## src/rtl/fetch_unit.sv

```systemverilog
// Instruction-fetch stage: owns the PC, issues one outstanding imem request, holds the fetched word.
// Optional misaligned-redirect trap enabled by defining FETCH_MISALIGN_TRAP_EN.
module fetch_unit #(
  parameter logic [31:0] RESET_PC  = 32'h0000_0000,
  parameter logic [31:0] NOP_INSTR = 32'h0000_0013
) (
  input  logic        clk,
  input  logic        reset,
  output logic        imem_req,
  output logic [31:0] imem_addr,
  input  logic        imem_req_ready,
  input  logic        imem_rsp_valid,
  input  logic [31:0] imem_rsp_data,
  output logic        instr_valid,
  input  logic        instr_ready,
  output logic [31:0] instr_out,
  output logic [31:0] pc_out,
  output logic [31:0] pc_plus4,
  output logic [4:0]  rs1,
  output logic [4:0]  rs2,
  output logic [4:0]  rdi,
  input  logic        redirect_valid,
  input  logic [31:0] redirect_pc,
  output logic        fetch_fault
);

  localparam int unsigned XLEN = 32;

  typedef enum logic [1:0] {
    ST_REQ   = 2'd0,
    ST_WAIT  = 2'd1,
    ST_HOLD  = 2'd2,
    ST_FAULT = 2'd3
  } state_e;

  state_e            state_q;
  logic [XLEN-1:0]   pc_q;
  logic [XLEN-1:0]   pc_out_q;
  logic [XLEN-1:0]   instr_q;
  logic              valid_q;
  logic              drop_q;
  logic              trap_c;
  logic [XLEN-1:0]   redir_pc_c;

`ifdef FETCH_MISALIGN_TRAP_EN
  logic fault_q;

  assign trap_c = redirect_valid && (redirect_pc[1:0] != 2'b00);

  // Sticky fault flag; the FAULT state itself ignores further redirects.
  always_ff @(posedge clk) begin
    if (reset) begin
      fault_q <= 1'b0;
    end else if (state_q != ST_FAULT && trap_c) begin
      fault_q <= 1'b1;
    end
  end

  assign fetch_fault = fault_q;
`else
  assign trap_c      = 1'b0;
  assign fetch_fault = 1'b0;
`endif

  // A trapping redirect keeps the raw target so the handler can see it.
  assign redir_pc_c = trap_c ? redirect_pc : (redirect_pc & ~XLEN'(3));

  always_ff @(posedge clk) begin
    if (reset) begin
      state_q  <= ST_REQ;
      pc_q     <= RESET_PC;
      pc_out_q <= RESET_PC;
      instr_q  <= NOP_INSTR;
      valid_q  <= 1'b0;
      drop_q   <= 1'b0;
    end else if (state_q != ST_FAULT && redirect_valid) begin
      pc_q    <= redir_pc_c;
      valid_q <= 1'b0;
      instr_q <= NOP_INSTR;
      if (trap_c) begin
        state_q <= ST_FAULT;
      end else begin
        case (state_q)
          ST_REQ: begin
            // Old address already handed to memory: its response must be dropped.
            if (imem_req_ready) begin
              state_q <= ST_WAIT;
              drop_q  <= 1'b1;
            end
          end
          ST_WAIT: begin
            if (imem_rsp_valid) begin
              state_q <= ST_REQ;
              drop_q  <= 1'b0;
            end else begin
              drop_q  <= 1'b1;
            end
          end
          default: state_q <= ST_REQ;
        endcase
      end
    end else begin
      case (state_q)
        ST_REQ: begin
          if (imem_req_ready) begin
            state_q <= ST_WAIT;
          end
        end
        ST_WAIT: begin
          if (imem_rsp_valid) begin
            if (drop_q) begin
              drop_q  <= 1'b0;
              state_q <= ST_REQ;
            end else begin
              instr_q  <= imem_rsp_data;
              pc_out_q <= pc_q;
              valid_q  <= 1'b1;
              state_q  <= ST_HOLD;
            end
          end
        end
        ST_HOLD: begin
          if (instr_ready) begin
            pc_q    <= pc_q + XLEN'(4);
            valid_q <= 1'b0;
            instr_q <= NOP_INSTR;
            state_q <= ST_REQ;
          end
        end
        default: ;
      endcase
    end
  end

  assign imem_req    = (state_q == ST_REQ);
  assign imem_addr   = pc_q;
  assign instr_valid = valid_q;
  assign instr_out   = instr_q;
  assign pc_out      = pc_out_q;
  assign pc_plus4    = pc_out_q + XLEN'(4);
  assign rs1         = instr_q[19:15];
  assign rs2         = instr_q[24:20];
  assign rdi         = instr_q[11:7];

endmodule

```

## config.mk

```make
export PLATFORM = sky130hd
export DESIGN_NAME = fetch_unit
export DESIGN_NICKNAME = d
export VERILOG_FILES = /design/src/rtl/fetch_unit.sv
export SDC_FILE = /design/constraint.sdc
export NUM_CORES = 1
export LEC_CHECK = 0
export ABC_AREA = 1
export CAP_MARGIN = 20
export CORE_ASPECT_RATIO = 1.4
export CORE_UTILIZATION = 44
export DETAILED_ROUTE_END_ITERATION = 8
export DONT_BUFFER_PORTS = 1
export SKIP_CTS_REPAIR_TIMING = 1
export SLEW_MARGIN = 20
export SYNTH_ARGS = -nofsm -noshare
export SYNTH_HDL_FRONTEND = slang
export SYNTH_SLANG_ARGS = --single-unit
```

## constraint.sdc

```tcl
create_clock -name clk -period 3.9 [get_ports clk]
set_clock_uncertainty 0.05 [all_clocks]
set_input_delay 0.585 -clock clk [delete_from_list [all_inputs] [get_ports clk]]
set_output_delay 0.585 -clock clk [all_outputs]
set_load 0.05 [all_outputs]
```

==> results_dict.tcl, run 1 <==
set metrics [dict create \
    clock-sinks 96 \
    fin_crit_ns 3.24 \
    yosys-top-cells-count "nand2_1 (208), dfxtp_1 (96), inv_1 (95)" \
    wl_met2_mm 7.24 \
    p_per_area_mw_per_mm2 405 \
    synth_top_cell_by_area "dfxtp_1" \
    ys_top_cells_by_area "dfxtp_1 (36%), nand2_1 (15%), a21oi_1 (7.8%)" \
    ant_nets 0 \
    place_congestion 0.912 \
    yosys.cell_types.count 34 \
    synth-main-ff-cell "dfxtp_1" \
    initial_core_util_pct 45.0 \
    ys_ff_latch 96 \
    fillers 1259 \
    met1_length_mm 6.18 \
    worst_path_most_repeated_cell "nand2_1" \
    port_buffers 0 \
    fp.dieH_microns 132 \
    tns_ns 0 \
    slew_headroom_pct 32.1 \
    hpwlAfterDp_mm 11.4 \
    tightest_slew_ns 1.01 \
    cts-buffers-inserted 9 \
    synth.most_common_cell "nand2_1" \
    top_layer_used "met4" \
    grt-ovfl-total 0 \
    dp_cells 937 \
    slew_viol_final 0 \
    grt_usage_pct 23.8 \
    rsz0062_at_grt "no" \
    synthCells 796 \
    yosysSeqAreaShare_pct 36.1 \
    drive_above_1_share_pct 9.06 \
    wl_met3_mm 1.02 \
    critPathSlowestCell "dfxtp_1" \
    postSynthAreaPerCell_sq_um 6.68 \
    path_class "reg -> out" \
    wirelength_mm 14.9 \
    holdWs_ns 0.261 \
    vias_per_cell 5.26 \
    crit_chain "ha_1, nand2_1, nor2_1, nand2_1, nor2_1, nand2_1, xor2_1, buf_4" \
    grt_start_max_net_pins 61 \
    synthToLayoutAreaGrowth_pct 9.39 \
    seq_area_sq_mm 0.00192 \
    max_stage_delay_ns 0.69 \
    first_pass_iters 5 \
    p_leak_uw 0.00227 \
    netlist.area_leader.share_pct 36.1 \
    yosys_warnings 0 \
    nets 878 \
    peakVddDrop_uv 198 \
    synthArstFlopShare_pct 0 \
    insertion_delay_ns 0.34 \
    cts_tree "built" \
    status "completed" \
    fmax_mhz 308 \
    setup_viol 0 \
    drc 0 \
    path_clk_slew_ns 0.07 \
    cp.required_ns 3.26 \
    clockBufferDepth 2 \
    ctsHtreeMaxLevel 3 \
    synth-edff-count 0 \
    grt_pass1_vias 4754 \
    core-area_sq_mm 0.0118 \
    fin_crit_sh_pct 83.2 \
    multi_input_area_sq_mm 0.00275 \
    hold_class "in -> reg" \
    fin_cells 954 \
    max_cap_viol_count 0 \
    grt_pass1_wl_mm 23.5 \
    routed_wire_length_per_instance_microns 15.6 \
    clock-root-buffer "clkbuf_16" \
    dr_total_vias 5015 \
    timing.final.hold_violations 0 \
    netlist_area_sq_mm 0.00532 \
    die_w_microns 94.9 \
    postLayoutCoreUtil_pct 49.2 \
    worstPathArrival_ns 2.61 \
    drt_iter0_drc 203 \
    worstPathMaxFanout 4 \
    row_count 47 \
    grt_antenna_before_repair 1 \
    start_kind "register" \
    die_area_sq_mm 0.0125 \
    endpoint_kind "output port" \
    pin_count 216 \
]
==> state kept, by name, indices dropped and copies added (netlist names) <==
signal	cells
instr_out	32
state_q	2
instr_valid	1
imem_addr	30
pc_out	30
drop_q	1
==> power by group <==
group	switching, uW	total (uW)	internal (uW)
clock network	380	881	501
logic	188	264	76.6
registers	191	1210	1020
==> layout by cell type (no fill, tap or decap) <==
| master | instances |
|---|---|
| nand2_1 | 208 |
| dfxtp_1 | 96 |
| inv_1 | 95 |
| a21oi_1 | 83 |
| o21ai_0 | 59 |
| nor2_1 | 53 |
| buf_4 | 38 |
| nand3_1 | 37 |
| xor2_1 | 30 |
| nor3_1 | 21 |
| nand4_1 | 12 |
| clkbuf_16 | 9 |
| nor2_2 | 8 |
| conb_1 | 7 |
| xnor2_1 | 6 |
| ha_1 | 6 |
| nand2_2 | 4 |
| nor2_4 | 3 |
| a22o_1 | 3 |
| a31oi_1 | 3 |
| o22ai_1 | 3 |
| nand3_2 | 2 |
| clkinv_1 | 2 |
| nand3b_1 | 2 |
| o211a_1 | 2 |
| inv_6 | 2 |
| clkinv_4 | 2 |
| diode_2 | 1 |
| nand2b_1 | 1 |
| o21ai_1 | 1 |
| o211ai_1 | 1 |
| a221oi_1 | 1 |
| or2_2 | 1 |
| o22ai_2 | 1 |
| inv_2 | 1 |
| clkbuf_1 | 1 |
| bufinv_16 | 1 |
| buf_8 | 1 |
==> worst max-delay path: cells and delay by family (launching register included) <==
family	cells	cell delay, ns
and+or+nand+nor	5	0.93
DFF	1	0.69
xor gates and xnor gates	1	0.15
adders and majority gates	1	0.28
buffers and inverters	1	0.22
==> area by class of cell <==
class	instances	area share (%)
clock buffer	10	3.94
inverter	98	6.32
multi-input combinational	558	47.2
clock inverter	5	1.12
timing repair buffer	39	5.16
sequential	96	33.0
antenna	1	0.0430
tap	147	3.16
==> through the flow <==
step	cell area, sq um	power, uW	setup WS [ns]
detailed placement	5510	1500	1.03
floorplan	5340	1440	0.938
global route	5820	2460	0.493
CTS	5800	2380	0.652
finish	5820	2360	0.657
global placement	5510	1490	1.06
==> per-layer routing <==
| layer | up-vias | global-route usage, % |
|---|---|---|
| met3 | 32 | 6.00 |
| met2 | 174 | 39.7 |
| met4 | 0 | 10.2 |
| li1 | 2538 | - |
| met5 | - | 0 |
| met1 | 2271 | 28.5 |
==> cells by family (layout without fill, tap and decap cells) <==
group	after synthesis	in the layout	share of synthesized area [%]
other	1	8	0.0705
XOR/XNOR	36	36	5.93
flip-flops	96	96	36.1
adder cells (fa/ha/maj)	6	6	1.41
AO/OA/AOI/OAI	157	157	15.6
buffers and inverters	148	152	12.6
AND/OR/NAND/NOR	352	352	28.2
==> final timing paths <==
path | start | to | slack [ns] | cells after the start
setup / recovery | pc_out[2] | pc_plus4[28] | 0.66 | 8
hold / removal | reset | imem_addr[28] | 0.26 | 1
setup reg to reg | state_q[1] | instr_out[0] | 1.60 | 8
hold reg to reg | state_q[1] | state_q[1] | 0.53 | 2
No activity file was read; power rests on OpenSTA's default activity.
==> run 2: changes to the inputs <==
==> constraint.sdc (replaced) <==
create_clock -name clk -period 3.3 [get_ports clk]
set_clock_uncertainty 0.05 [all_clocks]
set_input_delay 0.495 -clock clk [delete_from_list [all_inputs] [get_ports clk]]
set_output_delay 0.495 -clock clk [all_outputs]
set_load 0.05 [all_outputs]
==> results_dict.tcl, run 2 (synthesis results as in run 1) <==
set metrics [dict create \
    status "completed" \
    nets 902 \
    drive_above_1_share_pct 11.9 \
    fin_ws_ns 0.444 \
    ctsHtreeMaxLevel 3 \
    worstPathArrival_ns 2.31 \
    cts_tree "built" \
    rsz0062_at_grt "no" \
    place_congestion 0.911 \
    max_stage_delay_ns 0.31 \
    dr_total_vias 5053 \
    grt_start_max_net_pins 61 \
    grt_pass1_vias 4686 \
    slew_headroom_pct 33.8 \
    cts-buffers-inserted 9 \
    worstPathMaxFanout 4 \
    fmax_mhz 350 \
    fin_crit_ns 2.86 \
    path_class "reg -> out" \
    grt_pass1_wl_mm 23.6 \
    fin_crit_sh_pct 86.6 \
    setup_viol 0 \
    hold_class "in -> reg" \
    detailedPlace.worstSlack_ns 0.798 \
    row_count 47 \
    p_leak_uw 0.00240 \
    critPathSlowestCell "dfxtp_1" \
    fillers 1197 \
    grt-ovfl-total 0 \
    clock-root-buffer "clkbuf_16" \
    dp_cells 962 \
    die_w_microns 94.9 \
    insertion_delay_ns 0.34 \
    p_per_area_mw_per_mm2 474 \
    grt_usage_pct 23.8 \
    fin_area_sq_mm 0.00600 \
    peakVddDrop_uv 247 \
    die_area_sq_mm 0.0125 \
    tightest_slew_ns 0.992 \
    diodes 0 \
    largest_register_ffs 32 \
    hpwlAfterDp_mm 11.4 \
    fin_cells 978 \
    synthToLayoutAreaGrowth_pct 12.9 \
    vias_per_cell 5.17 \
    clock-sinks 96 \
    cp.required_ns 2.75 \
    wirelength_mm 14.8 \
    slew_viol_final 0 \
    grt_antenna_before_repair 0 \
    core-area_sq_mm 0.0118 \
    pin_count 216 \
    endpoint_kind "output port" \
    drc 0 \
    start_kind "register" \
    drt_iter0_drc 184 \
    place_area_sq_mm 0.00569 \
    clockBufferDepth 2 \
    ant_nets 0 \
    path_clk_slew_ns 0.07 \
    timing.final.hold_violations 0 \
    final_common_cell "nand2_1" \
    fp.dieH_microns 132 \
    initial_core_util_pct 45.0 \
    max_cap_viol_count 0 \
    final_cell_mix "nand2_1 (208), dfxtp_1 (96), inv_1 (95)" \
    port_buffers 0 \
    first_pass_iters 5 \
    holdWs_ns 0.165 \
    routed_wire_length_per_instance_microns 15.1 \
    crit_chain "buf_4, ha_1, nand2_1, nor2_1, nand2_1, nor2_1, xor2_1, buf_4" \
    tns_ns 0 \
]
[run 2: power by group]
group	internal, uW	switching [uW]	leakage, uW
Sequential	1210	174	0.000782
Clock	618	471	0.000150
Combinational	104	276	0.00147
[run 2: layout make-up]
class | count | area (sq um) | area share (%)
multi-input combinational | 558 | 2750 | 45.7
sequential | 96 | 1920 | 32.0
clock inverter | 6 | 72.6 | 1.21
tap | 147 | 184 | 3.06
clock buffer | 10 | 239 | 3.98
timing repair buffer | 63 | 473 | 7.88
inverter | 98 | 368 | 6.13
[run 2: worst paths after layout]
kind	slack (ns)	to	cells after the start	start
max	0.44	pc_plus4[12]	8	pc_out[2]
min	0.16	imem_addr[30]	1	reset
max reg2reg	1.03	instr_out[1]	8	state_q[0]
min reg2reg	0.42	pc_out[7]	2	pc_out[7]
[run 2: routing by layer]
metal	wire (microns)	share of wire [%]	GRT usage (%)
met1	6270	42	30.3
met2	7140	48	39.0
met3	1040	7.0	5.48
met4	353	2.4	8.25
met5	0	0	0
[run 2: critical path, delay by kind of cell (launching register included)]
family        cells  cell delay (ns)
fa+ha+maj         1             0.22
flops             1             0.31
simple gates      4             0.74
buf+inv           2             0.45
xor+xnor          1             0.25
[run 2: per-stage QoR]
stage                     utilization, %  power, uW
after floorplan                        -       1700
after global placement              48.2       1780
after detailed placement            48.2       1790
after CTS                           50.8       2870
after global routing                50.8       2970
final                               50.8       2850
==> run 3: changes to the inputs <==
--- a/config.mk
+++ b/config.mk
@@ -10,7 +10,7 @@
 export CORE_ASPECT_RATIO = 1.4
 export CORE_UTILIZATION = 44
 export DETAILED_ROUTE_END_ITERATION = 8
-export DONT_BUFFER_PORTS = 1
+export PLACE_DENSITY = 0.82
 export SKIP_CTS_REPAIR_TIMING = 1
 export SLEW_MARGIN = 20
 export SYNTH_ARGS = -nofsm -noshare
==> constraint.sdc (replaced) <==
create_clock -name clk -period 3.3 [get_ports clk]
set_clock_uncertainty 0.05 [all_clocks]
set_input_delay 0.66 -clock clk [delete_from_list [all_inputs] [get_ports clk]]
set_output_delay 0.66 -clock clk [all_outputs]
set_load 0.05 [all_outputs]
==> results_dict.tcl, run 3 (synthesis results as in run 1) <==
set metrics [dict create \
    timing.final.hold_violations 0 \
    nets 1054 \
    row_count 47 \
    grt-ovfl-total 0 \
    grt_pass1_vias 5363 \
    worstHoldStart "instr_out[28]" \
    tns_ns 0 \
    worstPathArrival_ns 2.46 \
    reg2reg_to "instr_out[7]" \
    setup_viol 0 \
    hold_depth 2 \
    clock-sinks 96 \
    hpwlAfterDp_mm 12.6 \
    multi_input_area_sq_mm 0.00275 \
    clock-root-buffer "clkbuf_16" \
    endpoint_kind "output port" \
    total_power_uw 2960 \
    routed_wire_length_per_instance_microns 14.4 \
    insertion_delay_ns 0.34 \
    detailedPlace.worstSlack_ns 0.362 \
    grt_pass1_wl_mm 26.4 \
    fin_crit_sh_pct 96.1 \
    worstReg2RegStart "state_q[0]" \
    path_class "reg -> out" \
    die_area_sq_mm 0.0125 \
    diodes 0 \
    final_cell_mix "nand2_1 (208), clkdlybuf4s50_1 (190), dfxtp_1 (96)" \
    core-area_sq_mm 0.0118 \
    ant_nets 0 \
    clockBufferDepth 2 \
    grt_start_max_net_pins 61 \
    fmax_mhz 315 \
    r2r_cells 8 \
    fillers 1071 \
    drc 0 \
    drive_above_1_share_pct 5.30 \
    p_leak_uw 0.00301 \
    cts-buffers-inserted 9 \
    grt_antenna_before_repair 0 \
    wirelength_mm 16.3 \
    vias_per_cell 5.00 \
    tightest_slew_ns 0.549 \
    fp.dieH_microns 132 \
    ctsHtreeMaxLevel 3 \
    r2r_slack_ns 1.24 \
    cp.required_ns 2.59 \
    postLayoutCoreUtil_pct 64.7 \
    grt_usage_pct 26.8 \
    place_congestion 0.897 \
    p_per_area_mw_per_mm2 388 \
    rsz0062_at_grt "no" \
    hold_class "reg -> reg" \
    initial_core_util_pct 45.0 \
    first_pass_iters 5 \
    dr_total_vias 5644 \
    peakVddDrop_uv 238 \
    fin_crit_ns 3.17 \
    synthToLayoutAreaGrowth_pct 43.8 \
    fin_ws_ns 0.130 \
    slew_viol_final 0 \
    start_kind "register" \
    status "completed" \
    final_common_cell "nand2_1" \
    worstPathMaxFanout 4 \
    cts_tree "built" \
    path_clk_slew_ns 0.07 \
    slew_headroom_pct 63.3 \
    max_cap_viol_count 0 \
    seq_area_sq_mm 0.00192 \
    hold_end "instr_out[28]" \
    die_w_microns 94.9 \
    port_buffers 206 \
    drt_iter0_drc 299 \
    largest_register_ffs 32 \
    pin_count 216 \
]
[run 3: cell count changes in the layout (fill, tap and decap cells not counted), sizes merged]
cell and delta:
clkdlybuf4s50 +190, buf -46, dlymetal6s2s +8, inv -2, clkinv +1
[run 3: final cells by class]
type                            instances  area share [%]
Clock buffer                           10            3.13
Clock inverter                          5           0.736
Inverter                               98            4.81
Multi-Input combinational cell        558            35.9
Sequential cell                        96            25.1
Tap cell                              147            2.41
Timing Repair Buffer                  215            27.9
[run 3: where the power goes]
group	switching (uW)	internal (uW)
combinational	411	237
sequential	68.4	1210
clock	437	604
[run 3: metrics by stage]
stage | cells | hold WS, ns | instance area [sq um]
2_1_floorplan | 802 | 0.433 | 5340
3_3_place_gp | 1114 | 0.400 | 7330
3_5_place_dp | 1114 | 0.405 | 7330
4_1_cts | 1129 | 0.416 | 7620
5_1_grt | 1129 | 0.428 | 7640
6_report | 1129 | 0.413 | 7640
[run 3: worst max-delay path by stage]
| stage | cells past startpoint | start | slack [ns] | end |
|---|---|---|---|---|
| finish | 5 | pc_out[3] | 0.13 | pc_plus4[8] |
| global route | 5 | pc_out[3] | 0.003 | pc_plus4[8] |
| CTS | 6 | pc_out[3] | -0.007 | pc_plus4[16] |
| detailed placement | 6 | pc_out[3] | 0.36 | pc_plus4[16] |
| global placement | 6 | pc_out[2] | 0.37 | pc_plus4[16] |
| floorplan | 7 | pc_out[3] | 0.26 | pc_plus4[28] |
[run 3: layer usage]
metal,global-route usage (%),vias up,share of wire [%]
met4,12.7,0,3.8
met3,3.29,43,4.0
met5,0,-,0
met1,33.2,2546,42
li1,-,2889,-
met2,45.2,166,50
[run 3: critical path, stage by stage, from the launching register on]
cell and delay (ns):
dfxtp_1 0.39, ha_1 0.20, nand2_1 0.08, nor3_1 0.44, xor2_1 0.19, clkdlybuf4s50_1 0.82
